$ cat src/rtl/mem_bus_ctrl_pkg.sv
// Shared types for the external memory bus sequencer.
package bus_types;

    typedef enum logic [1:0] {IDLE, ADDR, DATA, DONE} bus_state_t;

    // Pad strobe bundle, kept together so the idle/turnaround value is one constant.
    typedef struct packed {
        logic ale;
        logic nMe;
        logic nOe;
        logic rnW;
        logic enb;
    } strobes_t;

    localparam strobes_t STROBES_INACTIVE = '{
        ale: 1'b0,
        nMe: 1'b1,
        nOe: 1'b1,
        rnW: 1'b1,
        enb: 1'b0
    };

endpackage

$ cat src/rtl/mem_bus_ctrl_wait_timer.sv
// Wait-state counter: clears on request, counts up while enabled, saturates at MaxWait.
module wait_timer #(
    parameter int unsigned CW       = 8,
    parameter int unsigned MAX_WAIT = 15
) (
    input  logic Clock,
    input  logic nReset,
    input  logic clear,
    input  logic enable,
    output logic expired
);

    logic [CW-1:0] countQ;

    // Counter register; clear wins over enable, never counts past MAX_WAIT.
    always_ff @(posedge Clock) begin
        if (!nReset) begin
            countQ <= '0;
        end else if (clear) begin
            countQ <= '0;
        end else if (enable && (countQ < CW'(MAX_WAIT))) begin
            countQ <= countQ + CW'(1);
        end
    end

    assign expired = (countQ == CW'(MAX_WAIT));

endmodule

$ cat src/rtl/mem_bus_ctrl.sv
// Sequences one external memory cycle on the multiplexed address/data bus.
// All pad strobes and handshake outputs are registered from the next state.
module mem_bus_ctrl
    import bus_types::*;
#(
    parameter int unsigned DW       = 16,
    parameter int unsigned MAX_WAIT = 15,
    parameter int unsigned CW       = 8
) (
    input  logic          Clock,
    input  logic          nReset,
    input  logic          MemReq,
    input  logic          MemRnW,
    input  logic [DW-1:0] Addr,
    input  logic [DW-1:0] WData,
    output logic          Ack,
    output logic          BusErr,
    output logic [DW-1:0] RData,
    output logic          Busy,
    output logic [DW-1:0] BusOut,
    input  logic [DW-1:0] BusIn,
    output logic          ALE,
    output logic          nME,
    output logic          nOE,
    output logic          RnW,
    output logic          ENB,
    input  logic          nWait
);

    bus_state_t    stateQ, stateD;
    logic [DW-1:0] addrQ, addrD, wdataQ, wdataD;
    logic          rnwQ, rnwD;
    strobes_t      strobesQ, strobesD;
    logic [DW-1:0] busOutQ, busOutD, rDataQ, rDataD;
    logic          ackQ, ackD, busErrQ, busErrD, busyQ, busyD;
    logic          timerClear, timerEnable, timerExpired;
    logic          reqAccept;

    wait_timer #(
        .CW       (CW),
        .MAX_WAIT (MAX_WAIT)
    ) u_waitTimer (
        .Clock   (Clock),
        .nReset  (nReset),
        .clear   (timerClear),
        .enable  (timerEnable),
        .expired (timerExpired)
    );

    assign reqAccept = (stateQ == IDLE) && MemReq;
    assign addrD     = reqAccept ? Addr   : addrQ;
    assign wdataD    = reqAccept ? WData  : wdataQ;
    assign rnwD      = reqAccept ? MemRnW : rnwQ;

    // Next-state logic and wait-timer control.
    always_comb begin
        stateD      = stateQ;
        timerClear  = 1'b0;
        timerEnable = 1'b0;
        case (stateQ)
            IDLE: if (MemReq) stateD = ADDR;
            ADDR: begin
                stateD     = DATA;
                timerClear = 1'b1;
            end
            DATA: begin
                if (nWait || timerExpired) stateD = DONE;
                else                       timerEnable = 1'b1;
            end
            DONE: stateD = IDLE;
            default: stateD = IDLE;
        endcase
    end

    // Output values for the coming state; read data and error update only on leaving DATA.
    always_comb begin
        strobesD = STROBES_INACTIVE;
        busOutD  = '0;
        ackD     = 1'b0;
        busyD    = (stateD != IDLE);
        busErrD  = busErrQ;
        rDataD   = rDataQ;
        case (stateD)
            ADDR: begin
                strobesD.ale = 1'b1;
                strobesD.enb = 1'b1;
                busOutD      = addrD;
            end
            DATA: begin
                strobesD.nMe = 1'b0;
                if (rnwD) begin
                    strobesD.nOe = 1'b0;
                end else begin
                    strobesD.rnW = 1'b0;
                    strobesD.enb = 1'b1;
                    busOutD      = wdataD;
                end
            end
            DONE: ackD = 1'b1;
            default: ;
        endcase
        if ((stateQ == DATA) && (stateD == DONE)) begin
            busErrD = !nWait;
            if (nWait && rnwQ) rDataD = BusIn;
        end
    end

    // State, latched request and registered outputs; reset aborts any cycle silently.
    always_ff @(posedge Clock) begin
        if (!nReset) begin
            stateQ   <= IDLE;
            addrQ    <= '0;
            wdataQ   <= '0;
            rnwQ     <= 1'b1;
            strobesQ <= STROBES_INACTIVE;
            busOutQ  <= '0;
            rDataQ   <= '0;
            ackQ     <= 1'b0;
            busErrQ  <= 1'b0;
            busyQ    <= 1'b0;
        end else begin
            stateQ   <= stateD;
            addrQ    <= addrD;
            wdataQ   <= wdataD;
            rnwQ     <= rnwD;
            strobesQ <= strobesD;
            busOutQ  <= busOutD;
            rDataQ   <= rDataD;
            ackQ     <= ackD;
            busErrQ  <= busErrD;
            busyQ    <= busyD;
        end
    end

    assign ALE    = strobesQ.ale;
    assign nME    = strobesQ.nMe;
    assign nOE    = strobesQ.nOe;
    assign RnW    = strobesQ.rnW;
    assign ENB    = strobesQ.enb;
    assign BusOut = busOutQ;
    assign RData  = rDataQ;
    assign Ack    = ackQ;
    assign BusErr = busErrQ;
    assign Busy   = busyQ;

endmodule

$ cat config.mk
export PLATFORM = sky130hd
export DESIGN_NAME = mem_bus_ctrl
export DESIGN_NICKNAME = d
export VERILOG_FILES = /design/src/rtl/mem_bus_ctrl_pkg.sv /design/src/rtl/mem_bus_ctrl_wait_timer.sv /design/src/rtl/mem_bus_ctrl.sv
export SDC_FILE = /design/constraint.sdc
export NUM_CORES = 1
export LEC_CHECK = 0
export BUFFER_PORTS_ARGS = -buffer_cell sky130_fd_sc_hd__buf_2
export CAP_MARGIN = 30
export CORE_MARGIN = 10
export CORE_UTILIZATION = 49
export CTS_BUF_LIST = sky130_fd_sc_hd__clkbuf_2 sky130_fd_sc_hd__clkbuf_4 sky130_fd_sc_hd__clkbuf_8
export CTS_CLUSTER_DIAMETER = 40
export DETAILED_ROUTE_END_ITERATION = 10
export GPL_TIMING_DRIVEN = 0
export PLACE_DENSITY = 0.75
export SLEW_MARGIN = 30
export SYNTH_ARGS = -nofsm -noshare
export SYNTH_HDL_FRONTEND = slang
export SYNTH_SLANG_ARGS = --single-unit
$ cat constraint.sdc
create_clock -name Clock -period 2.25 [get_ports Clock]
set_input_delay 0.1125 -clock Clock [delete_from_list [all_inputs] [get_ports Clock]]
set_output_delay 0.1125 -clock Clock [all_outputs]
set_load 0.01 [all_outputs]
## Word level (Yosys, flattened, before mapping)

Cells that the tools add are included.

| word-level totals | value |
|---|---|
| bits in registers | 83 |
| input port bits | 53 |
| output and inout bits | 40 |
| word-level logic and storage cells | 53 |

| operators by class | value |
|---|---|
| add/sub/neg operators | 1 |
| magnitude comparators | 1 |
| equal/unequal tests | 7 |
| multiplexer cells | 17 |
| bitwise logic cells | 1 |
| reduce and logical (&&, ||, !) cells | 11 |

Operator list:

| operator | number |
|---|---|
| $mux 16 | 3 |
| $pmux 16 s2 | 1 |
| $add 8x1->8 const B | 1 |
| $eq 2x2->1 const B | 4 |
| $eq 8x4->1 const B | 1 |
| $lt 8x4->1 const B | 1 |
| $pmux 2 s4 | 1 |
| $mux 1 | 7 |
| $mux 2 | 3 |
| $eq 2x1->1 const B | 2 |
| $logic_and 1x1->1 | 4 |
| $reduce_and 2->1 | 2 |
| $mux 3 | 1 |
| $logic_not 2->1 | 1 |
| $pmux 1 s2 | 1 |
| $reduce_bool 2->1 | 1 |
| $reduce_or 2->1 | 1 |
| $logic_not 1->1 | 1 |
| $logic_or 1x1->1 | 1 |
| $not 1->1 | 1 |

## Longest topological paths before layout

Gate-level depths: netlist of run 1.

| logic depth | value |
|---|---|
| word-level depth | 7 |
| depth in mapped cells | 12 |
| depth with buffers taken out | 9 |

## By module

A second synthesis of run 1 with hierarchy kept.

| second synthesis, totals | value |
|---|---|
| cell total of the unflattened synthesis | 351 |
| area total of the unflattened synthesis | 3241.9 um2 |

Modules (own cells, without submodules):

| module | times used | cells an instance | area an instance (um2) | seq. area each (um2) |
|---|---|---|---|---|
| mem_bus_ctrl | 1 | 314 | 2877.8 | 1501.4 |
| wait_timer | 1 | 37 | 364.1 | 160.2 |

## Least setup slack after synthesis of run 1

No wires, ideal clock.

| timing path | value |
|---|---|
| kind | register -> register |
| from | register u_waitTimer.countQ[0] |
| to | register rDataQ[0] (netlist: RData[0]) |
| library setup time | 0.070 ns |
| arrival | 2.259 ns |
| required time | 2.180 ns |
| path slack | -0.079 ns |
| stages on the path, launching flop included | 12 |
| path buffers | 3 |
| clock period less this slack | 2.329 ns |
| path through | dfxtp_1 ha_1 and3_1 clkdlybuf4s15_1 nand2_1 a21oi_1 ha_1 and4_1 clkbuf_1 clkbuf_1 nand2_1 a21oi_1 |

| on the way | value |
|---|---|
| longest elaborated chain between the ends | 7 |

RTL lines:

| what | line | RTL |
|---|---|---|
| start: declaration | mem_bus_ctrl_wait_timer.sv:13 | `logic [CW-1:0] countQ;` |
| start signal: assignment | mem_bus_ctrl_wait_timer.sv:22 | `countQ <= countQ + CW'(1);` |
| $eq 8x4->1 | mem_bus_ctrl_wait_timer.sv:26 | `assign expired = (countQ == CW'(MAX_WAIT));` |
| $logic_or 1x1->1 | mem_bus_ctrl.sv:67 | `if (nWait \|\| timerExpired) stateD = DONE;` |
| $mux 2 | mem_bus_ctrl.sv:67 |  |
| $pmux 2 s4 | mem_bus_ctrl.sv:60 | `case (stateQ)` |
| via stateD[0] | mem_bus_ctrl.sv:30 | `bus_state_t stateQ, stateD;` |
| $eq 2x2->1 | mem_bus_ctrl.sv:102 | `if ((stateQ == DATA) && (stateD == DONE)) begin` |
| $logic_and 1x1->1 | mem_bus_ctrl.sv:102 |  |
| $reduce_and 2->1 (no line) | n/a |  |
| end signal: assignment | mem_bus_ctrl.sv:128 | `rDataQ <= rDataD;` |
| end: declaration | mem_bus_ctrl.sv:34 | `logic [DW-1:0] busOutQ, busOutD, rDataQ, rDataD;` |

The timed path passes the listed nets, and every way through them passes these cells.
A chain may end at the register's enable or synchronous reset.

## Final worst setup path of run 1

| timing path | value |
|---|---|
| from | register stateQ[0] |
| to | register rDataQ[0] (netlist: RData[0]) |

| on the way | value |
|---|---|
| longest elaborated chain between the ends | 5 |
| elaborated cells on any way between the ends | 10 |
| those cells by class | eq/ne: 4; mux: 3; reduce/logical: 3 |

RTL lines:

| what | line | RTL |
|---|---|---|
| start: declaration | mem_bus_ctrl.sv:30 |  |
| start signal: assignment | mem_bus_ctrl.sv:122 | `stateQ <= stateD;` |
| $eq 2x2->1, or another cell as far along | mem_bus_ctrl.sv:60 |  |
| $pmux 2 s4 (*) | mem_bus_ctrl.sv:60 |  |
| via stateD[0] | mem_bus_ctrl.sv:30 |  |
| $eq 2x2->1 (*) | mem_bus_ctrl.sv:102 |  |
| $logic_and 1x1->1 (*) | mem_bus_ctrl.sv:102 |  |
| $reduce_and 2->1 (no line) (*) | n/a |  |

The timed path passes the listed nets; every way through them passes the cells marked *.

==> flow_summary_export.csv, run 1 <==
group,metric,value,unit
sta,period_minus_slack,2170,ps
power_and_ir_drop,ir_drop,538,uV
sta,slew_headroom,0.669,
final_layout,final_common_cell,"buf_2",
final_layout,diodes,0,
sta,finalHoldViolCount,0,
detailed_routing,met3WireLength,615,um
grt,grt_pass1_wl,15200,um
worst_setup_path,worstPathCellList,"inv_1 -> ha_2 -> buf_4 -> nand2b_1 -> o22ai_2 -> a21oi_2 -> ha_2 -> and4_4 -> buf_6 -> nand2_1 -> a21oi_1",
final_layout,area_growth,29.6,%
detailed_routing,drt-pass1-iter-count,4,
detailed_routing,detail_route.vias_per_cell,5.50,
worst_setup_path,cp-start-kind,"flop",
power_and_ir_drop,p_leak,1.88,nW
grt,antenna_found_initial,0,
clock_network,clkTransAtPathRegs,90,ps
clock_network,cts_sinks,83,
worst_setup_path,cpPeakStageDelay,390,ps
power_and_ir_drop,cellPowerDensity,1080,nW/um^2
clock_network,cts_buffers,9,
sta,finClkSkew,10.3,ps
grt,globalRouteOverflowTotal,0,
floorplan,dieArea,10700,um^2
yosys,synth_ff_type,"dfxtp_1",
clock_network,h-tree-depth,3,
final_layout,fill_cells,555,
sta,finalCritPeriodShare,0.966,
worst_setup_path,required,2550,ps
placement,portBuffers,92,
placement,post-dp-hpwl,6840,um
yosys,synth_edf_count,0,
job,maxCapViolCount,0,
detailed_routing,routed_wirelength,9660,um
yosys,synth_cells,370,
yosys,syn_area_per_cell,9.18,um^2
worst_setup_path,worstSetupPathType,"reg -> reg",
sta,max_freq,460,MHz
detailed_routing,top_layer,"met4",
yosys,async_flop_share,0,
floorplan,core-area,6760,um^2
final_layout,final_cell_mix,"buf_2 (94), dfxtp_1 (82), nand2_1 (37)",
sta,worstMarginPinSlew,497,ps
clock_network,clockRootBuffer,"clkbuf_8",
yosys,synth_warnings,0,
grt,grtUsageTotal,0.182,
detailed_routing,drt_iter0_markers,134,
yosys,synth_seq_area_share,0.489,
placement,post_dp_cell_area,3960,um^2
floorplan,core.rowCount,30,
detailed_routing,ant_nets,0,
yosys,ys_types,37,
floorplan,die-width,103,um
worst_setup_path,path_max_fanout,10,
sta,setup_violations,0,
yosys,ys_ff_latch,83,
status,status,"finished clean",
detailed_routing,drc_errors,0,
detailed_routing,vias,3153,
final_layout,layout-drive-gt1-share,0.276,
detailed_routing,wl_met2,4670,um
floorplan,die_y,103,um
floorplan,start_util,0.503,
detailed_routing,wl_per_cell,16.9,um
worst_setup_path,cp_data_arrival_time,2470,ps
clock_network,cts_tree,"built",
floorplan,pin_count,93,
yosys,netlist_area,3400,um^2
clock_network,clock_latency,360,ps
sta,whs,47.8,ps
final_layout,final_area,4410,um^2
worst_setup_path,slowest_stage,"dfxtp_4",
worst_hold_path,hold_class,"in -> reg",
sta,drv_slew,0,
worst_setup_path,crit_path_end_kind,"flop",
placement,globalplace.congestion,0.843,
worst_setup_path,path_common_cell,"ha_2",
grt,grt_max_degree,16,
grt,grt_pass1_vias,3161,
yosys,syn_nets,431,
clock_network,clock_path_buffers,2,
final_layout,post-route-util,0.652,
final_layout,nets,549,
detailed_routing,met1Wirelength,4010,um
-- cell usage after synthesis (all sizes together) (2+ instances only) --
cell / number / area [um^2]
or4: 2 / 15.0
nor2: 3 / 11.3
clkbuf: 29 / 109
buf: 4 / 16.3
nor4: 2 / 12.5
o21ai: 16 / 80.1
nand4: 2 / 12.5
o31ai: 2 / 15.0
nand2b: 4 / 25.0
o2111ai: 16 / 140
ha: 8 / 100
nand3: 3 / 15.0
and2: 5 / 32.5
a21o: 2 / 15.0
o21a: 32 / 240
inv: 6 / 22.5
nand2: 37 / 139
and3: 33 / 206
dfxtp: 83 / 1660
a21oi: 35 / 175
a21boi: 33 / 248
-- where the power goes --
part	internal [W]	leakage, nW	switching (W)
Sequential	0.00171	0.676	0.0000782
Combinational	0.000796	1.13	0.00118
Clock	0.000403	0.0779	0.000569
-- logic make-up after synthesis --
group,after synthesis,share of synthesized area
AO/OA/AOI/OAI,143,0.286
flip-flops,83,0.489
AND/OR/NAND/NOR,95,0.146
adder cells (fa/ha/maj),8,0.0295
multiplexers,1,0.00295
buffers and inverters,40,0.0464
-- worst paths after layout --
| check | start | endpoint | slack, ps | cells past startpoint |
|---|---|---|---|---|
| setup reg to reg | stateQ[0]$_SDFF_PN0_ | RData[0]$_SDFFE_PN0P_ | 80 | 11 |
| hold / removal | nWait | BusErr$_SDFFE_PN0P_ | 50 | 2 |
| setup / recovery | stateQ[0]$_SDFF_PN0_ | RData[0]$_SDFFE_PN0P_ | 80 | 11 |
| hold reg to reg | RData[2]$_SDFFE_PN0P_ | RData[2]$_SDFFE_PN0P_ | 450 | 2 |
-- flip-flops by register name (all words and copies together) (netlist names), 2 cells and up --
| register | cells |
|---|---|
| addrQ | 16 |
| u_waitTimer.countQ | 8 |
| wdataQ | 16 |
| stateQ | 2 |
| RData | 16 |
| BusOut | 16 |
-- metal layers --
metal | vias up | GRT usage
met2 | 104 | 0.303
met4 | 0 | 0.102
met5 | - | 0
met3 | 26 | 0.0425
met1 | 1450 | 0.211
li1 | 1573 | -
-- area by class of cell --
class	count	area (um^2)	share of cell area
clock inverters	7	52.6	0.0119
repair buffers	112	651	0.148
inverters	6	22.5	0.00511
flip-flops and latches	83	1670	0.378
plain buffers	29	146	0.0332
multi-input cells	247	1640	0.373
well taps	80	100	0.0227
clock buffers	9	124	0.0281
-- per-stage QoR --
| stage | setup slack, ps | std cells | total power [W] | TNS, ps |
|---|---|---|---|---|
| 3_5_place_dp | -765 | 542 | 0.00346 | -15410 |
| 2_1_floorplan | 10.7 | 370 | 0.00290 | 0 |
| 3_3_place_gp | -676 | 542 | 0.00342 | -13130 |
| 6_report | 77.0 | 573 | 0.00474 | 0 |
| 4_1_cts | 14.4 | 571 | 0.00465 | 0 |
| 5_1_grt | -5.77 | 573 | 0.00503 | -18.3 |
-- repair_timing --
action / in CTS / in global routing
buffers inserted: 1 / 3
endpoints found under the setup margin: 37 / 25
endpoints found under the hold margin: 16 / 0
hold buffers: 16 / 0
pin swaps: 1 / 3
resized for setup: 26 / 14
-- worst max-delay path, delay by kind of cell (launching register included) --
family | cells | cell delay [ps]
simple gates | 3 | 450
fa+ha+maj | 2 | 460
buf+inv | 3 | 400
compound gates | 3 | 400
flops | 1 | 390
(Power assumes the default switching activity.)
==> inputs of run 2 (changes only) <==
--- a/config.mk
+++ b/config.mk
@@ -13,7 +13,7 @@
 export CTS_CLUSTER_DIAMETER = 40
 export DETAILED_ROUTE_END_ITERATION = 10
 export GPL_TIMING_DRIVEN = 0
-export PLACE_DENSITY = 0.75
+export PLACE_DENSITY = 0.86
 export SLEW_MARGIN = 30
 export SYNTH_ARGS = -nofsm -noshare
 export SYNTH_HDL_FRONTEND = slang
==> run 2 against run 1 <==
Flip-flop and latch count unchanged. Maximum frequency grew 0.23%. Register-to-register slack about the same. Die area stayed put. Hold slack lost 39 ps. Wire length grew 2.5%. Critical path depth is 1 lower. Clock skew is 1.7 ps higher. Total power is 0.36% higher. Largest power group unchanged.
==> flow_summary_export.csv, run 2 (synthesis gave the netlist of run 1 again) <==
group,metric,value,unit
worst_setup_path,required,2540,ps
worst_setup_path,critical_path.top_delay_family,"compound AO/OA/AOI/OAI gates",
worst_setup_path,worstPathCellList,"inv_1 -> ha_2 -> buf_4 -> nand2b_1 -> o22ai_2 -> a21o_1 -> ha_4 -> nand2b_4 -> clkbuf_8 -> a21oi_1",
worst_setup_path,slowest_stage,"dfxtp_4",
sta,whs,8.56,ps
worst_setup_path,rrSetupSlack,80,ps
sta,finalHoldViolCount,0,
status,status,"finished clean",
placement,globalplace.congestion,0.836,
sta,finalCritPeriodShare,0.964,
worst_setup_path,r2r_start,"stateQ[0]$_SDFF_PN0_",
floorplan,core-area,6760,um^2
placement,post-dp-hpwl,7030,um
worst_hold_path,hold_class,"in -> reg",
power_and_ir_drop,cellPowerDensity,1070,nW/um^2
detailed_routing,routed_wirelength,9900,um
detailed_routing,wl_per_cell,17.2,um
worst_setup_path,worstSetupPathType,"reg -> reg",
final_layout,area_growth,30.3,%
clock_network,clock_latency,370,ps
worst_setup_path,crit_path_end_kind,"flop",
floorplan,pin_count,93,
clock_network,clockRootBuffer,"clkbuf_8",
sta,period_minus_slack,2170,ps
power_and_ir_drop,ir_drop,706,uV
sta,finClkSkew,12.0,ps
job,maxCapViolCount,0,
clock_network,h-tree-depth,3,
power_and_ir_drop,p_leak,1.90,nW
detailed_routing,detail_route.vias_per_cell,5.66,
floorplan,die-width,103,um
grt,grt_pass1_wl,15200,um
worst_setup_path,cp_data_arrival_time,2460,ps
floorplan,start_util,0.503,
grt,grtUsageTotal,0.182,
sta,max_freq,461,MHz
worst_hold_path,hold_depth,3,
floorplan,die_y,103,um
detailed_routing,vias,3260,
clock_network,clock_path_buffers,2,
detailed_routing,drc_errors,0,
floorplan,dieArea,10700,um^2
worst_hold_path,timing.hold.worst.start,"BusIn[2]",
grt,antenna_found_initial,0,
placement,portBuffers,92,
grt,grt_pass1_vias,3188,
detailed_routing,drt_iter0_markers,184,
worst_setup_path,path_max_fanout,10,
detailed_routing,ant_nets,0,
worst_setup_path,cp-start-kind,"flop",
final_layout,diodes,0,
final_layout,layout-drive-gt1-share,0.284,
grt,globalRouteOverflowTotal,0,
final_layout,final_common_cell,"buf_2",
final_layout,final_cell_mix,"buf_2 (93), dfxtp_1 (82), nand2_1 (37)",
worst_setup_path,rr_worst_depth,10,
worst_setup_path,cpPeakStageDelay,370,ps
sta,drv_slew,0,
clock_network,clkTransAtPathRegs,90,ps
final_layout,post-route-util,0.655,
worst_setup_path,regToRegEndpoint,"BusOut[15]$_SDFF_PN0_",
sta,setup_violations,0,
grt,grt_max_degree,16,
clock_network,cts_buffers,9,
sta,worstMarginPinSlew,495,ps
sta,slew_headroom,0.670,
clock_network,cts_tree,"built",
floorplan,core.rowCount,30,
sta,rsz0062_at_grt,"no",
clock_network,cts_sinks,83,
final_layout,nets,552,
worst_setup_path,crit_buf_inv,3,
worst_hold_path,hold_end,"RData[2]$_SDFFE_PN0P_",
detailed_routing,drt-pass1-iter-count,5,
run 2: cell count changes in the layout (fill, tap and decap cells not counted), sizes merged:
cell,previous run,this run
buf,102,103
dlygate4sd3,16,15
clkbuf,32,35
run 2: per-layer routing:
layer / routed length (um) / global-route usage / part of all wire / up-vias
li1: - / - / - / 1575
met1: 4000 / 0.209 / 0.40 / 1556
met2: 4910 / 0.309 / 0.50 / 110
met3: 812 / 0.0525 / 0.082 / 19
met4: 173 / 0.0770 / 0.017 / 0
met5: 0 / 0 / 0 / -
run 2: layout make-up:
class	instances	area (um^2)
flip-flops and latches	83	1670
clock buffers	9	124
repair buffers	114	663
well taps	80	100
inverters	6	22.5
fillers	562	2330
multi-input cells	247	1650
plain buffers	30	153
clock inverters	7	52.6
run 2: what timing repair did:
action / CTS / global route
setup buffers: 2 / 5
resized for setup: 27 / 12
setup endpoints to repair: 37 / 22
hold endpoints to repair: 15 / 0
pin swaps: 2 / 4
hold buffers: 15 / 0
run 2: tightest hold or removal path, cell delays in order:
cell and delay (ps):
buf_2 100, nand2_1 60, a21oi_1 60
run 2: worst max path at each step:
stage | slack (ps) | cells past startpoint | start | to
after global placement | -710 | 11 | stateQ[0]$_SDFF_PN0_ | BusOut[9]$_SDFF_PN0_
after CTS | 1 | 11 | stateQ[0]$_SDFF_PN0_ | RData[0]$_SDFFE_PN0P_
final | 80 | 10 | stateQ[0]$_SDFF_PN0_ | BusOut[15]$_SDFF_PN0_
after global routing | 9 | 10 | stateQ[0]$_SDFF_PN0_ | BusOut[15]$_SDFF_PN0_
after floorplan | 10 | 11 | u_waitTimer.countQ[0]$_SDFFE_PP0P_ | RData[0]$_SDFFE_PN0P_
after detailed placement | -740 | 11 | stateQ[0]$_SDFF_PN0_ | BusOut[8]$_SDFF_PN0_
run 2: stage by stage:
| step | area, um^2 | total power [W] | worst slack, ps | std cells | setup TNS, ps |
|---|---|---|---|---|---|
| after CTS | 4370 | 0.00468 | 1.41 | 571 | 0 |
| after global placement | 3960 | 0.00341 | -709 | 542 | -12890 |
| after detailed placement | 3960 | 0.00348 | -735 | 542 | -15870 |
| after floorplan | 3400 | 0.00290 | 10.7 | 370 | 0 |
| after global routing | 4430 | 0.00502 | 8.55 | 576 | 0 |
| final | 4430 | 0.00475 | 81.9 | 576 | 0 |
run 2: power breakdown:
group / total, W / switching, W / internal [W]
combinational: 0.00200 / 0.00121 / 0.000791
sequential: 0.00179 / 0.0000765 / 0.00171
clock: 0.000966 / 0.000563 / 0.000403
total: 0.00475 / 0.00185 / 0.00291
